File: src/rtl/arm_ctrl_pkg.sv
// Shared definitions for the ARM multicycle control unit.
// Contents: FSM state enum, ALU opcode / condition / shifter encodings,
// and the ARM condition-code evaluation helper.
package arm_ctrl_pkg;

  typedef enum logic [3:0] {
    S_FETCH, S_DECODE, S_EXEC_I, S_EXEC_R, S_EXEC_RS, S_ALU_WB,
    S_MEM_ADR, S_MEM_RD, S_MEM_WR, S_MEM_WB, S_BRANCH
  } state_e;

  // ALU opcodes (ARM data-processing opcode field)
  localparam logic [3:0] ALU_AND = 4'b0000;
  localparam logic [3:0] ALU_EOR = 4'b0001;
  localparam logic [3:0] ALU_SUB = 4'b0010;
  localparam logic [3:0] ALU_RSB = 4'b0011;
  localparam logic [3:0] ALU_ADD = 4'b0100;
  localparam logic [3:0] ALU_ADC = 4'b0101;
  localparam logic [3:0] ALU_SBC = 4'b0110;
  localparam logic [3:0] ALU_RSC = 4'b0111;
  localparam logic [3:0] ALU_TST = 4'b1000;
  localparam logic [3:0] ALU_TEQ = 4'b1001;
  localparam logic [3:0] ALU_CMP = 4'b1010;
  localparam logic [3:0] ALU_CMN = 4'b1011;
  localparam logic [3:0] ALU_ORR = 4'b1100;
  localparam logic [3:0] ALU_MOV = 4'b1101;
  localparam logic [3:0] ALU_BIC = 4'b1110;
  localparam logic [3:0] ALU_MVN = 4'b1111;

  // Condition codes
  localparam logic [3:0] COND_EQ = 4'b0000;
  localparam logic [3:0] COND_NE = 4'b0001;
  localparam logic [3:0] COND_CS = 4'b0010;
  localparam logic [3:0] COND_CC = 4'b0011;
  localparam logic [3:0] COND_MI = 4'b0100;
  localparam logic [3:0] COND_PL = 4'b0101;
  localparam logic [3:0] COND_VS = 4'b0110;
  localparam logic [3:0] COND_VC = 4'b0111;
  localparam logic [3:0] COND_HI = 4'b1000;
  localparam logic [3:0] COND_LS = 4'b1001;
  localparam logic [3:0] COND_GE = 4'b1010;
  localparam logic [3:0] COND_LT = 4'b1011;
  localparam logic [3:0] COND_GT = 4'b1100;
  localparam logic [3:0] COND_LE = 4'b1101;
  localparam logic [3:0] COND_AL = 4'b1110;
  localparam logic [3:0] COND_NV = 4'b1111;

  // Shifter operations
  localparam logic [2:0] SH_LSL = 3'b000;
  localparam logic [2:0] SH_LSR = 3'b001;
  localparam logic [2:0] SH_ASR = 3'b010;
  localparam logic [2:0] SH_ROR = 3'b011;
  localparam logic [2:0] SH_RRX = 3'b100;

  // Evaluate an ARM condition field against NZCV ({N,Z,C,V}).
  function automatic logic cond_check(input logic [3:0] cond, input logic [3:0] nzcv);
    logic n, z, c, v;
    {n, z, c, v} = nzcv;
    case (cond)
      COND_EQ: cond_check = z;
      COND_NE: cond_check = !z;
      COND_CS: cond_check = c;
      COND_CC: cond_check = !c;
      COND_MI: cond_check = n;
      COND_PL: cond_check = !n;
      COND_VS: cond_check = v;
      COND_VC: cond_check = !v;
      COND_HI: cond_check = c && !z;
      COND_LS: cond_check = !c || z;
      COND_GE: cond_check = (n == v);
      COND_LT: cond_check = (n != v);
      COND_GT: cond_check = !z && (n == v);
      COND_LE: cond_check = z || (n != v);
      COND_AL: cond_check = 1'b1;
      default: cond_check = 1'b0;  // NV: never
    endcase
  endfunction

endpackage

File: src/rtl/cond_unit.sv
// NZCV flag register plus condition evaluation.
// Ports: clk/rst_n (async active-low), flag_we_i loads alu_flags_i into NZCV,
// cond_i is the instruction condition field, cond_ex_o says it passes,
// stored_carry_o is the C flag.
module cond_unit
  import arm_ctrl_pkg::*;
(
  input  logic       clk,
  input  logic       rst_n,
  input  logic       flag_we_i,
  input  logic [3:0] alu_flags_i,
  input  logic [3:0] cond_i,
  output logic       cond_ex_o,
  output logic       stored_carry_o
);

  logic [3:0] nzcv_q;

  always_ff @(posedge clk or negedge rst_n) begin
    if (!rst_n) begin
      nzcv_q <= 4'b0000;
    end else if (flag_we_i) begin
      nzcv_q <= alu_flags_i;
    end
  end

  assign cond_ex_o      = cond_check(cond_i, nzcv_q);
  assign stored_carry_o = nzcv_q[1];

endmodule

File: src/rtl/arm_mc_controller.sv
// Multicycle ARM control unit: Moore FSM sequencing fetch/decode/execute/
// memory/writeback with a req/ack memory handshake, plus the NZCV register.
// Inputs: clk, reset (async active-low), Instr, ALUFlags, mem_ack.
// Outputs: memory handshake (mem_req, MemWrite, AdrSrc), PC/IR control,
// register file and datapath mux selects, ALU/shifter controls,
// storedCarry (flag C) and illegal_op (pulse on an 11 op field).
module arm_mc_controller
  import arm_ctrl_pkg::*;
(
  input  logic        clk,
  input  logic        reset,
  input  logic [31:0] Instr,
  input  logic [3:0]  ALUFlags,
  input  logic        mem_ack,
  output logic        mem_req,
  output logic        MemWrite,
  output logic        AdrSrc,
  output logic        IRWrite,
  output logic        PCWrite,
  output logic        PCSrc,
  output logic        RegWrite,
  output logic [1:0]  RegSrc,
  output logic [1:0]  ImmSrc,
  output logic        ALUSrc,
  output logic        MemtoReg,
  output logic        linkSelect,
  output logic [3:0]  ALUControl,
  output logic [2:0]  shiftOp,
  output logic        registerShift,
  output logic        storedCarry,
  output logic        illegal_op
);

  state_e state_q, state_d;

  logic [1:0] op;
  logic [3:0] opcode;
  logic       i_bit, s_bit, rd_is_pc, rrx, dp_wr, cond_ex, flag_we;
  logic [2:0] dp_shift;

  assign op       = Instr[27:26];
  assign i_bit    = Instr[25];
  assign opcode   = Instr[24:21];
  assign s_bit    = Instr[20];
  assign rd_is_pc = (Instr[15:12] == 4'hF);
  // ROR #0 on a register operand encodes RRX
  assign rrx      = (Instr[6:5] == 2'b11) && (Instr[11:7] == 5'd0) && !Instr[4] && !i_bit;
  assign dp_shift = i_bit ? SH_ROR : (rrx ? SH_RRX : {1'b0, Instr[6:5]});
  // TST/TEQ/CMP/CMN only set flags
  assign dp_wr    = (opcode[3:2] != 2'b10);

  // Flags load at the end of the final execute cycle (EXEC_RS is never last)
  assign flag_we  = ((state_q == S_EXEC_I) || (state_q == S_EXEC_R)) &&
                    (s_bit || (opcode[3:2] == 2'b10));

  wire unused_instr_bits = ^{Instr[22], Instr[19:16], Instr[3:0]};

  cond_unit u_cond (
    .clk           (clk),
    .rst_n         (reset),
    .flag_we_i     (flag_we),
    .alu_flags_i   (ALUFlags),
    .cond_i        (Instr[31:28]),
    .cond_ex_o     (cond_ex),
    .stored_carry_o(storedCarry)
  );

  always_ff @(posedge clk or negedge reset) begin
    if (!reset) state_q <= S_FETCH;
    else        state_q <= state_d;
  end

  always_comb begin
    state_d = state_q;
    case (state_q)
      S_FETCH:   if (mem_ack) state_d = S_DECODE;
      S_DECODE: begin
        if (!cond_ex) begin
          state_d = S_FETCH;
        end else begin
          case (op)
            2'b00:   state_d = i_bit ? S_EXEC_I : (Instr[4] ? S_EXEC_RS : S_EXEC_R);
            2'b01:   state_d = S_MEM_ADR;
            2'b10:   state_d = S_BRANCH;
            default: state_d = S_FETCH;
          endcase
        end
      end
      S_EXEC_RS: state_d = S_EXEC_R;
      S_EXEC_I,
      S_EXEC_R:  state_d = S_ALU_WB;
      S_MEM_ADR: state_d = s_bit ? S_MEM_RD : S_MEM_WR;  // bit 20 is L here
      S_MEM_RD:  if (mem_ack) state_d = S_MEM_WB;
      S_MEM_WR:  if (mem_ack) state_d = S_FETCH;
      default:   state_d = S_FETCH;
    endcase
  end

  // Output decode; everything is forced low while reset is held so that
  // mem_req only rises once reset is released.
  always_comb begin
    mem_req       = 1'b0;
    MemWrite      = 1'b0;
    AdrSrc        = 1'b0;
    IRWrite       = 1'b0;
    PCWrite       = 1'b0;
    PCSrc         = 1'b0;
    RegWrite      = 1'b0;
    RegSrc        = 2'b00;
    ImmSrc        = 2'b00;
    ALUSrc        = 1'b0;
    MemtoReg      = 1'b0;
    linkSelect    = 1'b0;
    ALUControl    = 4'b0000;
    shiftOp       = 3'b000;
    registerShift = 1'b0;
    illegal_op    = 1'b0;
    if (reset) begin
      case (state_q)
        S_FETCH: begin
          mem_req = 1'b1;
          IRWrite = mem_ack;
          PCWrite = mem_ack;
        end
        S_DECODE: illegal_op = cond_ex && (op == 2'b11);
        S_EXEC_I, S_EXEC_R, S_EXEC_RS: begin
          ALUControl    = opcode;
          shiftOp       = dp_shift;
          ALUSrc        = i_bit;
          // EXEC_R after EXEC_RS keeps the Rs shift amount selected
          registerShift = (state_q == S_EXEC_RS) || ((state_q == S_EXEC_R) && Instr[4]);
        end
        S_ALU_WB: begin
          RegWrite = dp_wr;
          PCWrite  = dp_wr && rd_is_pc;
          PCSrc    = dp_wr && rd_is_pc;
        end
        S_MEM_ADR: begin
          ImmSrc     = 2'b01;
          ALUSrc     = 1'b1;
          ALUControl = Instr[23] ? ALU_ADD : ALU_SUB;
        end
        S_MEM_RD: begin
          mem_req = 1'b1;
          AdrSrc  = 1'b1;
        end
        S_MEM_WR: begin
          mem_req  = 1'b1;
          AdrSrc   = 1'b1;
          MemWrite = 1'b1;
          RegSrc   = 2'b10;
        end
        S_MEM_WB: begin
          MemtoReg = 1'b1;
          RegWrite = 1'b1;
          PCWrite  = rd_is_pc;
          PCSrc    = rd_is_pc;
        end
        S_BRANCH: begin
          RegSrc     = 2'b01;
          ImmSrc     = 2'b10;
          ALUSrc     = 1'b1;
          ALUControl = ALU_ADD;
          PCWrite    = 1'b1;
          PCSrc      = 1'b1;
          RegWrite   = Instr[24];
          linkSelect = Instr[24];
        end
        default: ;
      endcase
    end
  end

endmodule

File: config.mk
export PLATFORM = sky130hd
export DESIGN_NAME = arm_mc_controller
export DESIGN_NICKNAME = d
export VERILOG_FILES = /design/src/rtl/arm_ctrl_pkg.sv /design/src/rtl/cond_unit.sv /design/src/rtl/arm_mc_controller.sv
export SDC_FILE = /design/constraint.sdc
export NUM_CORES = 1
export LEC_CHECK = 0
export CORE_UTILIZATION = 37
export CTS_CLUSTER_SIZE = 12
export DETAILED_ROUTE_END_ITERATION = 10
export GPL_TIMING_DRIVEN = 1
export HOLD_SLACK_MARGIN = 0.03
export MAX_ROUTING_LAYER = met4
export PLACE_DENSITY = 0.8
export SYNTH_ARGS = -nofsm -noshare
export SYNTH_HDL_FRONTEND = slang
export SYNTH_SLANG_ARGS = --single-unit
File: constraint.sdc
create_clock -name clk -period 2.3 [get_ports clk]
set_input_delay 0.345 -clock clk [delete_from_list [all_inputs] [get_ports clk]]
set_output_delay 0.345 -clock clk [all_outputs]
set_load 0.01 [all_outputs]
After elaboration in Yosys (flattened, before gate mapping)
Cells that the tools add are included.
{"block": "op_classes", "n_addsub": 0, "n_mul": 0, "n_div": 0, "magnitude_cmp": 0, "eq_ne": 36, "shifts": 0, "mux": 45, "n_bitwise": 0, "n_reduce_logical": 30}
{"op": "== test 4 bit, second input constant", "n": 11}
{"op": "== test 4 x 3 -> 1 bit, second input constant", "n": 8}
{"op": "case mux 4 bit (7 select lines)", "n": 1}
{"op": "2-to-1 mux 4 bit", "n": 6}
{"op": "case mux 4 bit (3 select lines)", "n": 2}
{"op": "2-to-1 mux 3 bit", "n": 7}
{"op": "2-to-1 mux 1 bit", "n": 20}
{"op": "== test 4 x 2 -> 1 bit, second input constant", "n": 4}
{"op": "case mux 1 bit (15 select lines)", "n": 1}
{"op": "logical AND 1 bit", "n": 9}
{"op": "== test 2 bit, second input constant", "n": 4}
{"op": "== test 4 x 1 -> 1 bit, second input constant", "n": 2}
{"op": "zero test 4 bit", "n": 2}
{"op": "inequality test 2 bit, second input constant", "n": 4}
{"op": "case mux 2 bit (2 select lines)", "n": 2}
{"op": "zero test 1 bit", "n": 6}
{"op": "case mux 1 bit (3 select lines)", "n": 2}
{"op": "OR reduction 2 bit", "n": 3}
{"op": "OR reduction 3 bit", "n": 2}
{"op": "zero test 5 bit", "n": 1}
{"op": "logical OR 1 bit", "n": 5}
{"op": "2-to-1 mux 2 bit", "n": 2}
{"op": "case mux 1 bit (4 select lines)", "n": 1}
{"op": "AND reduction 3 bit", "n": 1}
{"op": "other kinds (5)", "n": 5}
{"block": "totals", "regBits": 8, "latch_bits": 0, "mem_bits_rw": 0, "rom_bits": 0, "in_bits": 39, "output_inout_bits": 24, "wordCells": 113, "n_memories": 0}

Depth between registers and ports, before layout
Gate-level depths: netlist (run 1).
{"block": "depth", "depth_word": 8, "ltp_mapped": 6, "mapped_depth_nobuf": 5}

Cells and area by module
A second synthesis (run 1) with hierarchy kept.
{"block": "hier_totals", "hier_cells": 139, "hier_area_um2": 1054.8}
{"module": "arm_mc_controller", "instances": 1, "cells_per_inst": 109, "area_per_inst_um2": 728.2, "seq_area_each_um2": 100.1}
{"module": "cond_unit", "instances": 1, "cells_per_inst": 30, "area_per_inst_um2": 326.6, "seq_area_each_um2": 100.1}

Worst setup path after synthesis (run 1)
No wires, ideal clock.
{"block": "synth_timing", "kind": "register to output", "from": "reg u_cond.nzcv_q[0]", "to": "out illegal_op", "t_arrival_ns": 1.558, "required_time_ns": 1.955, "path_slack_ns": 0.397, "stages_incl_launch_ff": 6, "n_path_buf": 0, "path_cell_list": "dfrtp_1 xnor2_2 a211oi_1 a2111oi_2 a311oi_4 nor3_1"}
{"block": "synth_between", "elab_chain_cells": 6, "elab_cells_between_ends": 9, "classes_between": "2 x eq/ne; 3 x mux; 4 x reduce/logical"}
{"item": "from (decl)", "line_no": "cond_unit.sv:17", "rtl": "logic [3:0] nzcv_q;"}
{"item": "from (signal assigned)", "line_no": "cond_unit.sv:23", "rtl": "nzcv_q <= alu_flags_i;"}
{"item": "inequality test 1 bit / == test 1 bit (equally long branches)"}
{"item": "logical OR 1 bit / logical AND 1 bit (equally long branches)", "line_no": "arm_ctrl_pkg.sv:72, arm_ctrl_pkg.sv:71"}
{"item": "case mux 1 bit (15 select lines) *", "line_no": "arm_ctrl_pkg.sv:58", "rtl": "case (cond)"}
{"item": "logical AND 1 bit *", "line_no": "arm_mc_controller.sv:125", "rtl": "S_DECODE: illegal_op = cond_ex && (op == 2'b11);"}
{"item": "2-to-1 mux 1 bit *", "line_no": "arm_mc_controller.sv:119", "rtl": "case (state_q)"}
{"item": "2-to-1 mux 1 bit *", "line_no": "arm_mc_controller.sv:118", "rtl": "if (reset) begin"}
{"item": "to (decl)", "line_no": "arm_mc_controller.sv:31", "rtl": "output logic illegal_op"}
Every way passes the cells marked *; elsewhere a longest branch is shown, timed or not.

Worst setup path after layout (run 1)
{"block": "layout_timing", "from": "in Instr[24]", "to": "out PCWrite"}
{"block": "layout_between", "elab_chain_cells": 4}
{"item": "from (decl)", "line_no": "arm_mc_controller.sv:12", "rtl": "input logic [31:0] Instr,"}
{"item": "inequality test 2 bit", "line_no": "arm_mc_controller.sv:50", "rtl": "assign dp_wr = (opcode[3:2] != 2'b10);"}
{"item": "logical AND 1 bit", "line_no": "arm_mc_controller.sv:135", "rtl": "PCWrite = dp_wr && rd_is_pc;"}
{"item": "case mux 1 bit (4 select lines)", "line_no": "arm_mc_controller.sv:119"}
{"item": "2-to-1 mux 1 bit", "line_no": "arm_mc_controller.sv:118"}
{"item": "to (decl)", "line_no": "arm_mc_controller.sv:19", "rtl": "output logic PCWrite,"}
No other way between the ends.

==> results of run 1 <==
==> cells in the mapped netlist (2+ instances only) <==
cell and instances:
dfrtp_1 8, o21ai_0 4, mux2_2 4, nor2b_1 7, clkbuf_1 4, inv_1 7, nand3b_1 2, o21a_1 2
nor4b_1 2, and2_1 4, o31ai_1 2, buf_2 2, nor2_1 23, nand3_1 2, ha_1 4, xnor2_1 3
a21boi_0 2, a21oi_1 6, a31oi_1 2, and3_1 2, a22oi_1 3, nor3_1 5, or3_1 2, nand2b_1 4
nand2_1 12
==> cell type report <==
cell class,count,area [um^2],share of cell area (%)
multi-input combinational,116,841,43.0
timing repair buffer,91,823,42.1
sequential,8,205,10.5
tap,30,37.5,1.92
inverter,7,26.3,1.34
clock buffer,3,22.5,1.15
==> layer usage <==
metal / GRT usage (%) / share of wire [%] / vias to the layer above
met3: 3.89 / 7.2 / 2
met5: - / 0 / -
li1: - / - / 668
met4: 5.13 / 0.51 / 0
met1: 35.2 / 42 / 639
met2: 45.2 / 50 / 58
==> what timing repair did <==
action / 4_1_cts / 5_1_grt
endpoints found under the setup margin: 18 / 14
gates resized for setup: 25 / 20
setup buffers: 3 / 3
pin swaps: 2 / 2
==> state kept, by name, summed over array words and instances, names as in the netlist <==
register,cells
state_q,4
u_cond.nzcv_q,4
==> per-stage QoR <==
step | hold WS, ps | worst slack, ps | utilization (%)
finish | 576 | 46.7 | 76.8
global route | 589 | -11.7 | 76.8
CTS | 557 | -102 | 73.5
detailed placement | 545 | -532 | 70.8
global placement | 543 | -472 | 70.8
floorplan | 49.4 | 397 | -
==> path summary, 6_finish.rpt <==
check	start	endpoint	slack [ps]
max in group asynchronous	reset	state_q[1]	1570
max reg2reg	u_cond.nzcv_q[0]	state_q[1]	470
min	reset	state_q[3]	580
max	Instr[24]	PCWrite	50
min reg2reg	u_cond.nzcv_q[2]	u_cond.nzcv_q[2]	580
min in group clk	u_cond.nzcv_q[2]	u_cond.nzcv_q[2]	580
==> power groups by stage <==
| stage | combinational (W) | clock (W) | sequential [W] |
|---|---|---|---|
| floorplan | 0.000490 | 0 | 0.000259 |
| global placement | 0.000895 | 0 | 0.000284 |
| detailed placement | 0.000928 | 0 | 0.000293 |
| CTS | 0.000975 | 0.000109 | 0.000290 |
| global route | 0.00113 | 0.000117 | 0.000313 |
| finish | 0.00105 | 0.000105 | 0.000301 |
==> cells by family (layout without fill, tap and decap cells) <==
logic type      Yosys count  after routing  share of synthesized area [%]
simple gates             71             71                           35.4
buf+inv                  14            101                           6.09
xor+xnor                  4              4                           4.14
flops                     8              8                           19.5
compound gates           32             32                           24.6
fa+ha+maj                 4              4                           4.87
mux                       5              5                           5.36
==> worst reg2reg max path: stages (launching register included) <==
cell	delay (ps)
dfrtp_1	410
xnor2_2	210
a211oi_1	110
a2111oi_2	400
a311oi_4	100
buf_4	170
o41ai_2	310
==> impl_metrics.json, run 1 <==
{
  "status": "finished, final reports clean",
  "first_pass_iters": 4,
  "clk_latency_ps": 250,
  "cts_htree_levels": 1,
  "yosys_warnings": 0,
  "synth_edf_count": 0,
  "synth_area_per_cell_um2": 7.44,
  "ys_ff_latch": 8,
  "routed_wl_mm": 3.75,
  "die_height_um": 54.7,
  "holdBufCountCts": 0,
  "combinationalPowerShare_pct": 72.1,
  "mostFrequentLayoutCell": "buf_4",
  "critPathTopFamily": "buffers and inverters",
  "fin_skew_ps": 8.37,
  "numCtsBuffers": 3,
  "synthArstFlopShare_pct": 100,
  "antenna_left": 0,
  "hold_viol_final": 0,
  "grt_max_degree": 13,
  "required_ps": 1960,
  "cp-end-kind": "primary output",
  "grt_overflow_total": 0,
  "die_w_um": 54.7,
  "clkTransAtPathRegs_ps": 60,
  "gp_congestion": 0.931,
  "synth.area.top_cells": "dfrtp_1 19%, nor2_1 8.4%, ha_1 4.9%",
  "start_util_pct": 40.4,
  "cp-start-kind": "input port",
  "clockRootBuffer": "clkbuf_4",
  "grt_pass1_wl_mm": 5.66,
  "power.density_nw_per_um2": 744,
  "wl_per_cell_um": 14.7,
  "fillCellCount": 172,
  "worstMarginPinSlew_ps": 411,
  "io_pins": 63,
  "drt_iter0_markers": 29,
  "clkPwrFrac_pct": 7.2,
  "worstPathMaxFanout": 2,
  "fin_setup_tns_ps": 0,
  "num_vias": 1367,
  "vdd_ir_drop_max_v": 0.000786,
  "final_max_slew_viol_count": 0,
  "tritoncts": "yes",
  "die-area_um2": 2990,
  "final_cell_area_um2": 1960,
  "cp.depth": 7,
  "finalSetupViolCount": 0,
  "areaGrowthSynthToFinish_pct": 90.4,
  "yosysSeqAreaShare_pct": 19.5,
  "track_usage_pct": 27.3,
  "vias_per_cell": 5.36,
  "final.period_utilization_pct": 98.0,
  "synth.distinct_cells": 45,
  "place_inst": 246,
  "synth_fp_nets": 181,
  "mostFrequentLayoutCells": "37 x buf_4, 36 x clkdlybuf4s50_1, 21 x nor2_1",
  "dpl_cell_area_um2": 1800,
  "slew_headroom_pct": 72.5,
  "coreArea_um2": 2540,
  "max_freq_mhz": 444,
  "syn_inst": 138,
  "stdcell_count": 255,
  "critPathArrivalTime_ps": 1910,
  "crit_chain": "clkdlybuf4s50_1 > nor2b_4 > o21ai_2 > a31oi_1 > nor2_1 > or2_2 > dlygate4sd2_1",
  "critPathSlowestCell": "clkdlybuf4s50_1",
  "r2r_cells": 6,
  "row_count": 18,
  "place.port_buffers": 54,
  "drive_above_1_share_pct": 30.7,
  "path_class": "input port to primary output",
  "n_antenna_cell": 0,
  "grt_pass1_vias": 1238,
  "p_seq_share_pct": 20.7,
  "clock-sinks": 8,
  "synth_top_area_cell": "dfrtp_1",
  "synth_flop_cell": "dfrtp_1",
  "p_sw_w": 0.000617,
  "max_stage_delay_ps": 480,
  "p_int_w": 0.000838,
  "switching_share_pct": 42.4,
  "drc_errors": 0,
  "hpwl_mm": 2.91,
  "synth_top_cell_area_share_pct": 19.5,
  "power_w": 0.00145,
  "leakage_nw": 1.00,
  "drv_cap": 0,
  "hold_class": "input port to async pin",
  "syn_area_um2": 1030,
  "antenna_found_initial": 0,
  "layout_min_cycle_time_ps": 2250,
  "nNetsFinal": 270,
  "path_buf_inv": 2,
  "clockBufferDepth": 2
}
Note: power is estimated with default switching activity, not from simulation.
==> run 2: changes to the inputs <==
--- a/config.mk
+++ b/config.mk
@@ -5,6 +5,7 @@
 export SDC_FILE = /design/constraint.sdc
 export NUM_CORES = 1
 export LEC_CHECK = 0
+export CAP_MARGIN = 30
 export CORE_UTILIZATION = 37
 export CTS_CLUSTER_SIZE = 12
 export DETAILED_ROUTE_END_ITERATION = 10
==> constraint.sdc (replaced) <==
create_clock -name clk -period 2.1 [get_ports clk]
set_input_delay 0.315 -clock clk [delete_from_list [all_inputs] [get_ports clk]]
set_output_delay 0.315 -clock clk [all_outputs]
set_load 0.01 [all_outputs]
==> run 2 against run 1 <==
Effect of this change:
- wire length grew 11%
- critical path type unchanged
- utilization grew 1.2 points
- the flow now finishes with violations (setup timing)
- global-route usage grew 0.15 points
==> impl_metrics.json, run 2 (synthesized netlist as in run 1, its figures left out) <==
{
  "fillCellCount": 184,
  "clkTransAtPathRegs_ps": 50,
  "failed_checks": "setup timing",
  "grt_pass1_vias": 1282,
  "stdcell_count": 263,
  "drt_iter0_markers": 91,
  "place.port_buffers": 54,
  "clock-sinks": 8,
  "max_freq_mhz": 460,
  "grt_overflow_total": 0,
  "mostFrequentLayoutCells": "42 x buf_4, 29 x clkdlybuf4s50_1, 20 x nor2_1",
  "die_height_um": 54.7,
  "tritoncts": "yes",
  "crit_chain": "clkdlybuf4s50_1 > buf_4 > a2111oi_2 > a311oi_4 > nor3_2 > buf_2",
  "die_w_um": 54.7,
  "worstMarginPinSlew_ps": 472,
  "worstReg2RegEnd": "state_q[1]",
  "r2r_cells": 7,
  "rsz0062_at_grt": "yes",
  "critPathSlowestCell": "a2111oi_2",
  "die-area_um2": 2990,
  "required_ps": 1780,
  "start_util_pct": 40.4,
  "cp.depth": 6,
  "track_usage_pct": 27.5,
  "hold_viol_final": 0,
  "clockBufferDepth": 2,
  "finalSetupViolCount": 1,
  "areaGrowthSynthToFinish_pct": 93.3,
  "cts_htree_levels": 1,
  "critPathArrivalTime_ps": 1860,
  "layout_min_cycle_time_ps": 2170,
  "grt_max_degree": 14,
  "worst_slack_ps": -74.5,
  "fin_skew_ps": 7.64,
  "leakage_nw": 0.977,
  "num_vias": 1465,
  "max_stage_delay_ps": 490,
  "slew_headroom_pct": 68.5,
  "n_antenna_cell": 0,
  "hpwl_mm": 3.01,
  "r2r_setup_slack_ps": 130,
  "nNetsFinal": 278,
  "antenna_left": 0,
  "cp-start-kind": "input port",
  "coreArea_um2": 2540,
  "place_inst": 254,
  "gp_congestion": 0.945,
  "rr_startpoint": "u_cond.nzcv_q[0]",
  "cp-end-kind": "primary output",
  "hold_class": "input port to async pin",
  "final.period_utilization_pct": 104,
  "path_buf_inv": 3,
  "io_pins": 63,
  "setup.worst_path.start": "Instr[28]",
  "row_count": 18,
  "fin_setup_tns_ps": -74.5,
  "drive_above_1_share_pct": 33.5,
  "final_max_slew_viol_count": 0,
  "crit_end": "illegal_op",
  "clk_latency_ps": 250,
  "antenna_found_initial": 0,
  "vias_per_cell": 5.57,
  "final_cell_area_um2": 1990,
  "drc_errors": 0,
  "drv_cap": 0,
  "wl_per_cell_um": 15.8,
  "worstPathMaxFanout": 3,
  "path_class": "input port to primary output",
  "routed_wl_mm": 4.16,
  "mostFrequentLayoutCell": "buf_4",
  "power_w": 0.00166,
  "dpl_cell_area_um2": 1860,
  "critPathTopFamily": "buffers and inverters",
  "grt_pass1_wl_mm": 5.80,
  "clockRootBuffer": "clkbuf_4",
  "fin_util_pct": 78.0,
  "power.density_nw_per_um2": 836,
  "status": "finished with violations",
  "first_pass_iters": 4,
  "reg.largest.list": "state_q: 4 flops, u_cond.nzcv_q: 4 flops",
  "numCtsBuffers": 3,
  "vdd_ir_drop_max_v": 0.000791
}
-- run 2: changes by cell type in the layout (fill, tap and decap cells not counted), sizes merged --
| cell | before | now |
|---|---|---|
| clkdlybuf4s15 | 1 | 3 |
| dlymetal6s2s | 8 | 2 |
| clkdlybuf4s50 | 36 | 29 |
| buf | 37 | 47 |
| dlygate4sd2 | 8 | 17 |
-- run 2: area by class of cell --
type | instances | area, um^2 | area share, %
sequential | 8 | 204 | 10.3
tap | 30 | 37.5 | 1.89
inverter | 7 | 26.3 | 1.32
multi-input combinational | 116 | 837 | 42.2
clock buffer | 3 | 22.5 | 1.13
timing repair buffer | 99 | 858 | 43.2
-- run 2: worst min-delay path by stage --
stage	from	end	cells after the start
after floorplan	reset	state_q[0]	0
after global placement	u_cond.nzcv_q[2]	u_cond.nzcv_q[2]	1
after detailed placement	u_cond.nzcv_q[2]	u_cond.nzcv_q[2]	1
after CTS	reset	state_q[2]	3
after global routing	reset	state_q[0]	3
final	reset	state_q[0]	3
-- run 2: what timing repair did --
action,CTS,global route
pin swaps,5,5
resized for setup,43,20
hold buffers,0,0
endpoints found under the setup margin,23,10
setup buffers,3,3
-- run 2: per-layer routing --
metal  vias up  share of wire, %  track usage, %  routed length [um]
met3         8               6.1            2.22                 254
met5         -                 0               -                   0
met1       702                41            34.6                1720
met4         0               1.3            6.84                  54
met2        74                51            46.8                2130
li1        681                 -               -                   -
-- run 2: per-stage QoR --
step	hold slack (ps)	setup slack (ps)
2_1_floorplan	19.4	227
3_3_place_gp	562	-612
3_5_place_dp	599	-650
4_1_cts	566	-169
5_1_grt	627	-148
6_report	617	-74.5
-- run 2: power breakdown --
part,internal (W),switching [W]
Combinational,0.000669,0.000556
Sequential,0.000223,0.000101
Clock,0.0000650,0.0000458
-- run 2: tightest hold or removal path, cell delays in order --
cell	delay [ps]
clkdlybuf4s50_1	500
buf_4	190
buf_4	190
==> run 3: changes to the inputs <==
--- a/config.mk
+++ b/config.mk
@@ -10,7 +10,6 @@
 export CTS_CLUSTER_SIZE = 12
 export DETAILED_ROUTE_END_ITERATION = 10
 export GPL_TIMING_DRIVEN = 1
-export HOLD_SLACK_MARGIN = 0.03
 export MAX_ROUTING_LAYER = met4
 export PLACE_DENSITY = 0.8
 export SYNTH_ARGS = -nofsm -noshare
==> results of run 3 <==
Same layout as run 2: the final DEF is identical, and so are final timing and power.
